`src/rtl/lsu_dmem_ctrl.sv`:
```
`default_nettype none
// ============================================================================
//  Module   : lsu_dmem_ctrl
//  Purpose  : Load/store controller between the core execute stage and a
//             word-wide, synchronous-read data memory. Byte/half/word loads
//             are extracted and sign/zero extended; sub-word stores are done
//             as read-modify-write; word stores write directly.
//  Ports    : clk_i, rst_ni          clock, async active-low reset
//             req_i, we_i, funct3_i, addr_i, wdata_i   core request
//             ready_o, done_o, err_o, rdata_o          core response
//             mem_addr_o, mem_st_data_o, mem_st_en_o, mem_ld_data_i   DMEM
//  Config   : LSU_MISALIGN_TRAP_EN  when defined, misaligned H/W accesses are
//             rejected with err_o; otherwise they are aligned down silently.
//  Revision : 1.0  initial release
// ============================================================================
module lsu_dmem_ctrl #(
   parameter int N       = 32,   // core / DMEM data width
   parameter int ADDRESS = 11    // DMEM word-address width
) (
   input  logic               clk_i,
   input  logic               rst_ni,
   input  logic               req_i,
   input  logic               we_i,
   input  logic [2:0]         funct3_i,
   input  logic [N-1:0]       addr_i,
   input  logic [N-1:0]       wdata_i,
   output logic               ready_o,
   output logic               done_o,
   output logic               err_o,
   output logic [N-1:0]       rdata_o,
   output logic [ADDRESS-1:0] mem_addr_o,
   output logic [N-1:0]       mem_st_data_o,
   output logic               mem_st_en_o,
   input  logic [N-1:0]       mem_ld_data_i
);

   localparam logic [2:0] S_IDLE = 3'd0;
   localparam logic [2:0] S_RD   = 3'd1;
   localparam logic [2:0] S_WAIT = 3'd2;
   localparam logic [2:0] S_WR   = 3'd3;
   localparam logic [2:0] S_DONE = 3'd4;

   logic [2:0]         state_q, state_d;
   logic               we_q, we_d;
   logic [2:0]         funct3_q, funct3_d;
   logic [1:0]         off_q, off_d;
   logic [N-1:0]       wdata_q, wdata_d;
   logic               err_q, err_d;
   logic [N-1:0]       rdata_q, rdata_d;
   logic [ADDRESS-1:0] maddr_q, maddr_d;
   logic [N-1:0]       st_data_q, st_data_d;

   logic               req_err;
   logic [1:0]         req_off;
   logic               is_sw;
   logic [7:0]         ld_byte;
   logic [15:0]        ld_half;
   logic [N-1:0]       ld_ext;
   logic [N-1:0]       merged;

   // Address bits above the DMEM range are dropped on purpose (wrap-around).
   logic unused_addr_hi;
   assign unused_addr_hi = ^addr_i[N-1:ADDRESS+2];

   // ---------------------------------------------------------------------
   // Request decode
   // ---------------------------------------------------------------------
   always_comb begin
      logic illegal;
      logic misalign;
      // 011, 110, 111 are undefined; unsigned variants only exist for loads.
      illegal  = (funct3_i == 3'b011) || (funct3_i[2:1] == 2'b11) ||
                 (we_i && funct3_i[2]);
      misalign = 1'b0;
`ifdef LSU_MISALIGN_TRAP_EN
      misalign = ((funct3_i[1:0] == 2'b01) && addr_i[0]) ||
                 ((funct3_i[1:0] == 2'b10) && (addr_i[1:0] != 2'b00));
`endif
      req_err = illegal || misalign;

      // Lane offset used later; misaligned H/W is aligned down here.
      case (funct3_i[1:0])
         2'b00:   req_off = addr_i[1:0];
         2'b01:   req_off = {addr_i[1], 1'b0};
         default: req_off = 2'b00;
      endcase

      is_sw = we_i && (funct3_i == 3'b010);
   end

   // ---------------------------------------------------------------------
   // State register
   // ---------------------------------------------------------------------
   always_ff @(posedge clk_i or negedge rst_ni) begin
      if (!rst_ni) begin
         state_q   <= S_IDLE;
         we_q      <= 1'b0;
         funct3_q  <= 3'b000;
         off_q     <= 2'b00;
         wdata_q   <= '0;
         err_q     <= 1'b0;
         rdata_q   <= '0;
         maddr_q   <= '0;
         st_data_q <= '0;
      end else begin
         state_q   <= state_d;
         we_q      <= we_d;
         funct3_q  <= funct3_d;
         off_q     <= off_d;
         wdata_q   <= wdata_d;
         err_q     <= err_d;
         rdata_q   <= rdata_d;
         maddr_q   <= maddr_d;
         st_data_q <= st_data_d;
      end
   end

   // ---------------------------------------------------------------------
   // Next-state logic
   // ---------------------------------------------------------------------
   always_comb begin
      state_d = state_q;
      case (state_q)
         S_IDLE: begin
            if (req_i) begin
               if (req_err)    state_d = S_DONE;
               else if (is_sw) state_d = S_WR;
               else            state_d = S_RD;
            end
         end
         S_RD:    state_d = S_WAIT;
         S_WAIT:  state_d = we_q ? S_WR : S_DONE;
         S_WR:    state_d = S_DONE;
         S_DONE:  state_d = S_IDLE;
         default: state_d = S_IDLE;
      endcase
   end

   // ---------------------------------------------------------------------
   // Load extraction and store merge on the word returned by DMEM
   // ---------------------------------------------------------------------
   always_comb begin
      case (off_q)
         2'b00:   ld_byte = mem_ld_data_i[7:0];
         2'b01:   ld_byte = mem_ld_data_i[15:8];
         2'b10:   ld_byte = mem_ld_data_i[23:16];
         default: ld_byte = mem_ld_data_i[31:24];
      endcase
      ld_half = off_q[1] ? mem_ld_data_i[31:16] : mem_ld_data_i[15:0];

      case (funct3_q)
         3'b000:  ld_ext = {{(N-8){ld_byte[7]}}, ld_byte};
         3'b100:  ld_ext = {{(N-8){1'b0}}, ld_byte};
         3'b001:  ld_ext = {{(N-16){ld_half[15]}}, ld_half};
         3'b101:  ld_ext = {{(N-16){1'b0}}, ld_half};
         default: ld_ext = mem_ld_data_i;
      endcase

      merged = mem_ld_data_i;
      if (funct3_q[1:0] == 2'b00)
         merged[{off_q, 3'b000} +: 8] = wdata_q[7:0];
      else
         merged[{off_q[1], 4'b0000} +: 16] = wdata_q[15:0];
   end

   // ---------------------------------------------------------------------
   // Datapath register updates
   // ---------------------------------------------------------------------
   always_comb begin
      we_d      = we_q;
      funct3_d  = funct3_q;
      off_d     = off_q;
      wdata_d   = wdata_q;
      err_d     = err_q;
      rdata_d   = rdata_q;
      maddr_d   = maddr_q;
      st_data_d = st_data_q;
      case (state_q)
         S_IDLE: begin
            if (req_i) begin
               we_d     = we_i;
               funct3_d = funct3_i;
               off_d    = req_off;
               wdata_d  = wdata_i;
               err_d    = req_err;
               maddr_d  = addr_i[ADDRESS+1:2];
               // A word store needs no read; its data is ready for WR now.
               if (is_sw && !req_err)
                  st_data_d = wdata_i;
            end
         end
         S_WAIT: begin
            if (we_q) st_data_d = merged;
            else      rdata_d   = ld_ext;
         end
         default: ;
      endcase
   end

   // ---------------------------------------------------------------------
   // Outputs
   // ---------------------------------------------------------------------
   always_comb begin
      ready_o       = (state_q == S_IDLE);
      done_o        = (state_q == S_DONE);
      err_o         = (state_q == S_DONE) && err_q;
      // Gated by reset so the write strobe drops the instant reset asserts.
      mem_st_en_o   = (state_q == S_WR) && rst_ni;
      rdata_o       = rdata_q;
      mem_addr_o    = maddr_q;
      mem_st_data_o = st_data_q;
   end

endmodule
`default_nettype wire
```
`config.mk`:
```
export PLATFORM = sky130hd
export DESIGN_NAME = lsu_dmem_ctrl
export DESIGN_NICKNAME = d
export VERILOG_FILES = /design/src/rtl/lsu_dmem_ctrl.sv
export SDC_FILE = /design/constraint.sdc
export NUM_CORES = 1
export LEC_CHECK = 0
export ABC_AREA = 1
export CAP_MARGIN = 20
export CORE_MARGIN = 1.5
export CORE_UTILIZATION = 50
export CTS_CLUSTER_DIAMETER = 50
export DETAILED_ROUTE_END_ITERATION = 12
export GPL_TIMING_DRIVEN = 0
export PLACE_DENSITY = 0.88
export RECOVER_POWER = 25
export SYNTH_ARGS = -nofsm -noshare
export SYNTH_HDL_FRONTEND = slang
export SYNTH_SLANG_ARGS = --single-unit
```
`constraint.sdc`:
```
create_clock -name clk_i -period 5.5 [get_ports clk_i]
set_input_delay 0.825 -clock clk_i [delete_from_list [all_inputs] [get_ports clk_i]]
set_output_delay 0.825 -clock clk_i [all_outputs]
set_load 0.02 [all_outputs]
```
Word-level counts from Yosys, hierarchy flattened
Index checks and enable logic that the tools add are counted.
W data, S select, Z words.
{"block": "totals", "ff_bits": 101, "latch_bits": 0, "ramBits": 0, "romBits": 0, "in_bits": 103, "out_inout_bits": 79, "wordCells": 65, "memories": 0}
{"block": "classes", "add_sub_neg": 2, "n_mul": 0, "div": 0, "order_cmp": 0, "n_eq_ne": 16, "shift": 4, "muxes": 16, "bitwise": 1, "reduce_logical": 17}
{"op": "$mux W32", "count": 4}
{"op": "$pmux W32 S4", "count": 1}
{"op": "$bwmux W32", "count": 2}
{"op": "$pmux W32 S2", "count": 1}
{"op": "$shift A16 B7 Y32 const A", "count": 1}
{"op": "$shift A8 B7 Y32 const A", "count": 1}
{"op": "$shiftx A16 B7 Y32", "count": 1}
{"op": "$shiftx A8 B7 Y32", "count": 1}
{"op": "$pmux W8 S3", "count": 1}
{"op": "$mux W16", "count": 1}
{"op": "$neg A5 Y7", "count": 2}
{"op": "$eq A3 B2 Y1 const B", "count": 4}
{"op": "$pmux W3 S4", "count": 1}
{"op": "$eq A3 B3 Y1 const B", "count": 3}
{"op": "$mux W3", "count": 3}
{"op": "$eq A3 B1 Y1 const B", "count": 2}
{"op": "$logic_not A2 Y1", "count": 3}
{"op": "$logic_not A3 Y1", "count": 2}
{"op": "$logic_and A1 B1 Y1", "count": 5}
{"op": "$eq A2 B1 Y1 const B", "count": 2}
{"op": "$eq A2 B2 Y1 const B", "count": 2}
{"op": "$ne A2 B2 Y1 const B", "count": 2}
{"op": "$pmux W2 S2", "count": 1}
{"op": "$reduce_and A2 Y1", "count": 2}
{"op": "other kinds (7)", "count": 8}

Logic depth before layout (Yosys ltp)
Gate-level depths: netlist of the first run.
{"block": "depth", "depth_word": 8, "mapped_depth": 15}

Worst setup path before layout of the first run
OpenSTA, ideal clock, no wires.
{"block": "synth_path", "kind": "register to register", "start": "reg off_q[1]", "end": "reg st_data_q[5] (netlist: mem_st_data_o[5])", "setup_ns": 0.120, "arrival_time_ns": 1.937, "required_ns": 5.380, "path_slack_ns": 3.443, "stages_incl_launch_ff": 15, "period_less_slack_ns": 2.057, "cell_sequence": "dfrtp_1 -> buf_2 -> inv_1 -> buf_4 -> buf_2 -> ha_1 -> buf_2 -> buf_1 -> nor2_1 -> nor2_1 -> nand2_1 -> nand3_1 -> nand2_1 -> nand2_1 -> nand2_1"}
{"block": "synth_via", "elab_chain_cells": 6, "elab_cells_between_ends": 11}
{"item": "from (decl)", "line_no": "46", "text": "logic [1:0] off_q, off_d;"}
{"item": "from (signal assigned)", "line_no": "99", "text": "off_q <= 2'b00;"}
{"item": "from (signal assigned)", "line_no": "109", "text": "off_q <= off_d;"}
{"item": "$neg A5 Y7 (on tied branches)", "line_no": "163, 161"}
{"item": "$shiftx A16 B7 Y32, or another cell as far along", "line_no": "163", "text": "merged[{off_q[1], 4'b0000} +: 16] = wdata_q[15:0];"}
{"item": "$bwmux W32 (on tied branches)", "line_no": "163, 161"}
{"item": "$mux W32 *", "line_no": "160", "text": "if (funct3_q[1:0] == 2'b00)"}
{"item": "$mux W32 *", "line_no": "193", "text": "if (we_q) st_data_d = merged;"}
{"item": "$pmux W32 S2 *", "line_no": "178", "text": "case (state_q)"}
{"item": "to (signal assigned)", "line_no": "114", "text": "st_data_q <= st_data_d;"}
{"item": "to (decl)", "line_no": "51", "text": "logic [N-1:0] st_data_q, st_data_d;"}
Mark *: on every way between the ends. The rest lies on a longest branch, timed or not. The select of a mux whose other input is x is not followed.
A chain may end at the register's enable or synchronous reset.

Worst setup path after layout of the first run
{"block": "layout_path", "start": "in rst_ni", "end": "out mem_st_en_o"}
{"block": "layout_via", "elab_chain_cells": 1}
{"item": "from (decl)", "line_no": "21", "text": "input logic rst_ni,"}
{"item": "$logic_and A1 B1 Y1", "line_no": "208", "text": "mem_st_en_o = (state_q == S_WR) && rst_ni;"}
{"item": "to (decl)", "line_no": "33", "text": "output logic mem_st_en_o,"}
Every way passes these cells.

==> results of run 1 <==
[synth_stat cells (all sizes together) (3+ instances only)]
cell / count
a21oi: 44
o211ai: 16
buf: 39
clkbuf: 19
nand2: 532
o21ai: 58
ha: 6
nor2: 73
inv: 113
dfrtp: 101
nand3: 78
or2: 18
nor3: 3
[registers in the layout, indices dropped and copies added (netlist names)]
| name | count |
|---|---|
| off_q | 2 |
| we_q | 1 |
| mem_st_data_o | 32 |
| state_q | 3 |
| rdata_o | 32 |
| funct3_q | 3 |
| mem_addr_o | 11 |
| wdata_q | 16 |
| err_q | 1 |
[worst max-delay path, cell delays in order]
cell and delay (ns):
buf_4 0.41, buf_16 0.33, inv_1 0.07, nor2_1 0.10, clkdlybuf4s50_1 0.61
[metal layers]
layer / share of wire, % / wire length (um) / track usage (%)
met4: 3.0 / 688 / 12.3
met3: 9.1 / 2060 / 5.51
met2: 45 / 10200 / 51.1
met5: 0 / 0 / 0
met1: 43 / 9680 / 45.7
[final cells by class]
class	instances	area (sq um)
plain buffers	58	284
clock buffers	12	246
clock inverters	3	21.3
fillers	1226	4310
inverters	113	424
multi-input cells	832	3560
flip-flops and latches	101	2530
well taps	176	220
repair buffers	163	1650
[how the worst min path moves through the flow]
stage                                         end  cells past startpoint  slack [ns]                       from
floorplan                 funct3_q[0]$_DFFE_PN0P_                      1        0.46    funct3_q[0]$_DFFE_PN0P_
global placement        mem_addr_o[2]$_DFFE_PN0P_                      2        0.46  mem_addr_o[2]$_DFFE_PN0P_
detailed placement        rdata_o[10]$_DFFE_PN0P_                      2        0.46    rdata_o[10]$_DFFE_PN0P_
CTS                 mem_st_data_o[30]$_DFFE_PN0P_                      1        0.45                     rst_ni
global route        mem_st_data_o[30]$_DFFE_PN0P_                      1        0.47                     rst_ni
finish              mem_st_data_o[30]$_DFFE_PN0P_                      1        0.43                     rst_ni
[power breakdown]
part / internal, uW / switching, uW / total, uW
clock: 318 / 278 / 596
sequential: 1110 / 262 / 1370
combinational: 1280 / 2080 / 3360
[per-stage QoR]
step,utilization [%],TNS [ns]
final,67.4,0
after global routing,67.4,0
after CTS,67.4,0
after detailed placement,65.4,0
after global placement,65.2,-16.61
after floorplan,-,0
[logic make-up after synthesis]
group	after synthesis	synth area share (%)
buffers and inverters	171	10.4
adders and majority gates	6	1.10
AOI/OAI and AO/OA	121	9.58
and+or+nand+nor	705	41.7
DFF	101	37.2
==> out/metrics.yaml, run 1 <==
timing:
  hold-worst-slack_ns: 0.430
  relSlewSlack_pct: 45.3
  tightest_slew_ns: 0.817
  setup_viol: 0
  timing.final.max_slew_violations: 0
  layout_setup_ws_ns: 2.26
  max_freq_ghz: 0.309
  hold_viol_final: 0
  fin_crit_ns: 3.24
  rsz0062_at_grt: "no"
  final.period_utilization_pct: 58.8
  fin_skew_ns: 0.00675
synthesis:
  synth_edf_count: 0
  yosysWarnings: 0
  netlist_area_sq_mm: 0.00679
  synth_top_area_cell: "dfrtp_1"
  synth.top_cells.by_area: "dfrtp_1, nand2_1, inv_1"
  synth_seq_cells: 101
  seq_area_frac_synth_pct: 37.2
  synth.top_cell.area_share_pct: 37.2
  ys_async_sr_fraction_pct: 100
  syn_inst: 1104
  syn_area_per_cell_sq_um: 6.15
  synth_ff_type: "dfrtp_1"
  syn_nets: 1213
  ys_types: 28
global_route:
  antenna_found_initial: 0
  grt_start_max_net_pins: 65
  grt_use_total_pct: 32.7
  grt_pass1_vias: 7103
  grt_pass1_wl_mm: 36.6
  grt_overflow: 0
clock_tree:
  clk_pin_slew_ns: 0.07
  cts_setup_buffers: 0
  cts_buffers: 9
  cts_tree: "done"
  ctsHtreeMaxLevel: 3
  cts.path.max_buffers: 2
  clock_latency_ns: 0.36
  cts.sinks: 101
  cts_repair_resize_count: 0
  holdBufCountCts: 0
  cts_root_buffer: "clkbuf_16"
critical_path:
  worstPathArrival_ns: 2.41
  reg2reg_depth: 12
  end_kind: "output port"
  r2r-end: "rdata_o[0]$_DFFE_PN0P_"
  crit_end: "mem_st_en_o"
  startpoint_type: "primary input"
  timing.rr.start: "off_q[1]$_DFFE_PN0P_"
  startpoint: "rst_ni"
  cp.required_ns: 4.68
  path_class: "in2out"
  crit_fanout: 64
  reg2reg_slack_ns: 2.71
floorplanning:
  die_h_um: 120
  io_pins: 182
  core_area_sq_mm: 0.0132
  die_x_um: 120
  initial_core_util_pct: 51.3
  rows: 42
  die-area_sq_mm: 0.0143
pwr:
  fin_total_pwr_uw: 5330
  peakVddDrop_mv: 0.343
  powerDensity_mw_per_mm2: 597
  p_leak_uw: 0.00480
layout:
  design_area_sq_mm: 0.00893
  final_cells: 1458
  mostFrequentLayoutCell: "nand2_1"
  layout_common_cells: "nand2_1, clkdlybuf4s50_1, inv_1"
  num_antenna_cells: 0
  area_delta_synth_final_pct: 31.4
  drive_gt1_share_pct: 6.08
  nets: 1387
min_path:
  hold_class: "in2async"
route:
  drt_iter0_drc: 874
  via_per_inst: 5.21
  drt-total-wl_mm: 22.7
  wl_per_cell_um: 15.6
  via_count: 7600
  drtPass1Iterations: 5
  drc_errors: 0
  ant_nets: 0
place:
  place_congestion: 0.996
  port_buffers: 162
  dpl_cell_area_sq_mm: 0.00866
  place_hpwl_mm: 17.5
  pre_cts_ws_ns: 2.23
  place_inst: 1443
status:
  outcome: "finished, final reports clean"
flow_run:
  maxCapViolations: 0
Power figures use the tool's default switching activity.
==> run 2: changes to the inputs <==
clock period = 3.4 ns   (was 5.5 ns; I/O delays follow)
==> results of run 2 <==
The final DEF is identical to that of run 1. Status: finished, final reports clean.
Main changes from that run: setup slack after placement 2.23 ns -> 0.676 ns; setup slack after layout 2.26 ns -> 0.610 ns; hold slack 0.430 ns -> 0.115 ns; start point of the critical path rst_ni -> off_q[1]$_DFFE_PN0P_; end point of the critical path mem_st_en_o -> rdata_o[0]$_DFFE_PN0P_; register-to-register setup slack 2.71 ns -> 0.61 ns; total power 5330 uW -> 8630 uW; worst IR drop on VDD 0.343 mV -> 0.555 mV
==> variant 1, RTL diff (flow settings as in run 2) <==
`ADDRESS`: 11 -> 12.
--- a/src/rtl/lsu_dmem_ctrl.sv
+++ b/src/rtl/lsu_dmem_ctrl.sv
@@ -16,5 +16,5 @@
 module lsu_dmem_ctrl #(
    parameter int N       = 32,   // core / DMEM data width
-   parameter int ADDRESS = 11    // DMEM word-address width
+   parameter int ADDRESS = 12    // DMEM word-address width
 ) (
    input  logic               clk_i,
Ports: changed (resized mem_addr_o); port bits go from 182 to 183. No check against the original RTL was run, so the function may have changed too.
==> variant 1 against run 2 <==
The run now ends with capacitance limit, slew limit left. Clock power up 11%. Sequential cell count up 1. Cell area up 0.76%. Critical endpoint is now mem_st_data_o[10]. Worst setup slack worse by 0.0084 ns. Clock skew up 0.0015 ns. Routed wire length down 0.48%. Core utilization up 0.24 points. Total power up 2.8%. Area after synthesis up 0.42%. Combinational power up 2%.
==> variant 1: results (changes against run 2) <==
[layout]
regArea_sq_um = 2552  ; was 2527 sq um
fillers = 1212  ; was 1226
clk_share_pct = 3.435  ; was 2.999%
bufAreaShareNonClock_pct = 21.47  ; was 21.62%
fin_nets = 1394  ; was 1387
nClkBuffers = 10  ; was 12
drive_gt1_share_pct = 5.814  ; was 6.084%

[timing]
skew_ns = 0.008223  ; was 0.006748 ns
whs_ns = 0.1073  ; was 0.1153 ns
drv_slew = 64  ; was 0
slew_headroom_pct = -4.263  ; was 45.30%
fmax_mhz = 357.3  ; was 358.4 MHz

[job]
maxCapViolCount = 1  ; was 0

[yosys]
ys_types = 24  ; was 28
synthTopCellsByArea = dfrtp_1, nand2_1, inv_1, nand3_1, o21ai_0  ; was dfrtp_1, nand2_1, inv_1, nand3_1, nor2_1
synth_compound_area_share_pct = 9.481  ; was 9.576%
syn_nets = 1218  ; was 1213
yosysSeqAreaShare_pct = 37.41  ; was 37.20%
synth_common_cells = nand2_1, inv_1, dfrtp_1  ; unchanged

[outcome]
violations = capacitance limit, slew limit
status = finished with violations  ; was complete, no violations

[worst_setup_path]
ff2ff_path_depth = 15  ; was 12
crit_end = mem_st_data_o[10]  ; was rdata_o[0]

[detailed_routing]
via_per_inst = 5.258  ; was 5.213
vias = 7708  ; was 7600
dr.first_iter.drc_count = 859  ; was 874

[place]
post-dp-hpwl_mm = 17.54  ; was 17.48 mm
io_buffer_count = 164  ; was 162
place.gp.congestion = 1.018  ; was 0.9963

[grt]
grt_pass1_wl_mm = 36.29  ; was 36.59 mm
grt_pass1_vias = 7070  ; was 7103
globalRouteTotalUtil_pct = 32.54  ; was 32.66%
grt_max_degree = 64  ; was 65

[power_and_ir_drop]
ir_drop_mv = 0.6109  ; was 0.5550 mV
power_density_nw_per_um2 = 985.5  ; was 966.1 nW/um^2

## variant 1: report_power, final
part | total [uW] | internal, uW | switching [uW]
registers | 2240 | 1820 | 426
clock network | 1070 | 596 | 474
logic | 5550 | 2100 | 3450
## variant 1: per-stage QoR
stage                     instance area, sq um  util (%)  total power [uW]
after floorplan                           6823         -              5686
after global placement                    8685     65.32              7604
after detailed placement                  8710     65.51              7721
after CTS                                 9019     67.83              8825
after global routing                      8996     67.66              9615
final                                     8996     67.66              8865
## variant 1: metal layers
| metal | vias up | global-route usage (%) | wire length [um] |
|---|---|---|---|
| met5 | - | 0 | 0 |
| li1 | 3764 | - | - |
| met4 | 0 | 13.10 | 694 |
| met1 | 3515 | 43.61 | 9417 |
| met3 | 50 | 6.179 | 1968 |
| met2 | 379 | 52.08 | 10490 |
==> variant 2, RTL diff (flow settings as in run 2) <==
Made on the original files. Register the output `err_o`, with the module's reset; this adds one clock of latency there. The other outputs are not delayed to match.
--- a/src/rtl/lsu_dmem_ctrl.sv
+++ b/src/rtl/lsu_dmem_ctrl.sv
@@ -41,4 +41,6 @@
    localparam logic [2:0] S_DONE = 3'd4;
 
+   logic err_c;
+
    logic [2:0]         state_q, state_d;
    logic               we_q, we_d;
@@ -204,5 +206,5 @@
       ready_o       = (state_q == S_IDLE);
       done_o        = (state_q == S_DONE);
-      err_o         = (state_q == S_DONE) && err_q;
+      err_c         = (state_q == S_DONE) && err_q;
       // Gated by reset so the write strobe drops the instant reset asserts.
       mem_st_en_o   = (state_q == S_WR) && rst_ni;
@@ -212,4 +214,12 @@
    end
 
+   always_ff @(posedge clk_i or negedge rst_ni) begin
+      if (!rst_ni) begin
+         err_o <= '0;
+      end else begin
+         err_o <= err_c;
+      end
+   end
+
 endmodule
 `default_nettype wire
Formal check against the unedited RTL: not equivalent (Yosys sat finds a counterexample within 4 cycles, from zero or initial values and one cycle with rst_ni low).
==> variant 2 against run 2 <==
Sequential power barely moved. Worst setup slack gained 0.0033 ns. Cell area grew 0.60%. Total power rose by 1.5%. Routed wire length grew 1.8%. Sequential share of layout area up 0.11 points. Area after synthesis grew 0.37%. Sequential cell count increased by 1. Cell count is essentially flat.
==> variant 2: results (changes against run 2) <==
[yosys]
yosysSeqAreaShare_pct = 37.43  ; was 37.20%
async_flop_share_pct = 100.0  ; unchanged
syn_nets = 1214  ; was 1213
yosys_warnings = 0  ; unchanged
synthTopCellsByArea = dfrtp_1, nand2_1, inv_1, nand3_1, nor2_1  ; unchanged
synth_common_cells = nand2_1, inv_1, dfrtp_1  ; unchanged
ys_types = 28  ; unchanged

[outcome]
status = complete, no violations  ; unchanged

[place]
place.gp.congestion = 0.9950  ; was 0.9963
io_buffer_count = 162  ; unchanged
post-dp-hpwl_mm = 17.61  ; was 17.48 mm
placed_cell_area_sq_um = 8686  ; was 8661 sq um

[grt]
grt_pass1_wl_mm = 37.39  ; was 36.59 mm
antenna_found_initial = 0  ; unchanged
grt_max_degree = 66  ; was 65
grt_pass1_vias = 7429  ; was 7103
globalRouteTotalUtil_pct = 33.41  ; was 32.66%

[detailed_routing]
dr.first_iter.drc_count = 953  ; was 874
drtPass1Iterations = 6  ; was 5
wl_per_cell_um = 15.82  ; was 15.55 um
via_per_inst = 5.366  ; was 5.213

[layout]
drive_gt1_share_pct = 6.235  ; was 6.084%
fillers = 1203  ; was 1226
antenna_cells = 0  ; unchanged
fin_nets = 1388  ; was 1387

[timing]
slew_headroom_pct = 51.22  ; was 45.30%
skew_ns = 0.006143  ; was 0.006748 ns

[clock_tree]
clock_path_buffers = 2  ; unchanged
cts_htree_levels = 3  ; unchanged
numCtsBuffers = 9  ; unchanged
cts-root-buf = clkbuf_16  ; unchanged
worst_skew_pair.late_latency_ns = 0.36  ; about the same
path_clk_slew_ns = 0.07  ; about the same
postCtsResizedCells = 0  ; unchanged
post-cts-setup-buffers = 0  ; unchanged

[worst_setup_path]
crit_path_top_delay_cell = dfrtp_1  ; unchanged
arrival_ns = 3.04  ; about the same
crit_fanout = 12  ; unchanged
crit_family = buffers and inverters  ; unchanged
slowest_delay_ns = 0.44  ; was 0.47 ns
crit_path_start_kind = flip-flop  ; unchanged
r2r-start = off_q[1]  ; unchanged

[min_path]
hp-class = input port to asynchronous set/reset pin  ; unchanged

[power_and_ir_drop]
ir_drop_mv = 0.6138  ; was 0.5550 mV
leakage_uw = 0.004829  ; was 0.004795 uW

[variant 2: through the flow]
stage               setup slack [ns]  power (uW)  cells  TNS [ns]  utilization [%]
finish                        0.6130        8758   1459         0            67.56
global route                  0.3857        9471   1459         0            67.56
CTS                           0.6692        8699   1459         0            67.56
detailed placement            0.6889        7605   1444         0            65.33
global placement              -2.367        7480   1443   -204.09            65.14
floorplan                      1.305        5608   1105         0                -
[variant 2: layout make-up]
cell class                 count  area (sq um)  area share, %
timing repair buffer         163          1647          18.33
clock inverter                 5         57.56         0.6408
multi-input combinational    832          3558          39.62
sequential                   102          2552          28.42
buffer                        58         284.0          3.162
inverter                     113         424.2          4.722
clock buffer                  10         239.0          2.661
tap                          176         220.2          2.452
[variant 2: cells by family (layout without fill, tap and decap cells)]
family                     Yosys count  count (layout)  synth area share [%]
adders and majority gates            6               6                 1.101
and+or+nand+nor                    705             705                 41.54
DFF                                102             102                 37.43
buffers and inverters              171             349                 10.39
AOI/OAI and AO/OA                  121             121                 9.542
[variant 2: final timing paths]
check	endpoint	slack, ns	cells after the start
max	mem_st_data_o[7]	0.61	14
min	mem_st_data_o[25]	0.12	1
max reg2reg	mem_st_data_o[7]	0.61	14
min reg2reg	rdata_o[1]	0.48	2
max in group asynchronous	mem_addr_o[3]	2.57	2
min in group clk_i	rdata_o[1]	0.48	2
[variant 2: routing by layer]
layer	share of wire [%]	GRT usage, %	wire [um]
met5	0	0	0
met4	4.1	16.52	940
met3	9.8	8.270	2270
met2	44	50.86	10160
met1	42	44.45	9709
[variant 2: where the power goes]
| group | leakage [uW] | switching, uW | internal, uW |
|---|---|---|---|
| registers | 0.00125 | 410 | 1810 |
| clock network | 0.000149 | 475 | 589 |
| logic | 0.00343 | 3410 | 2070 |
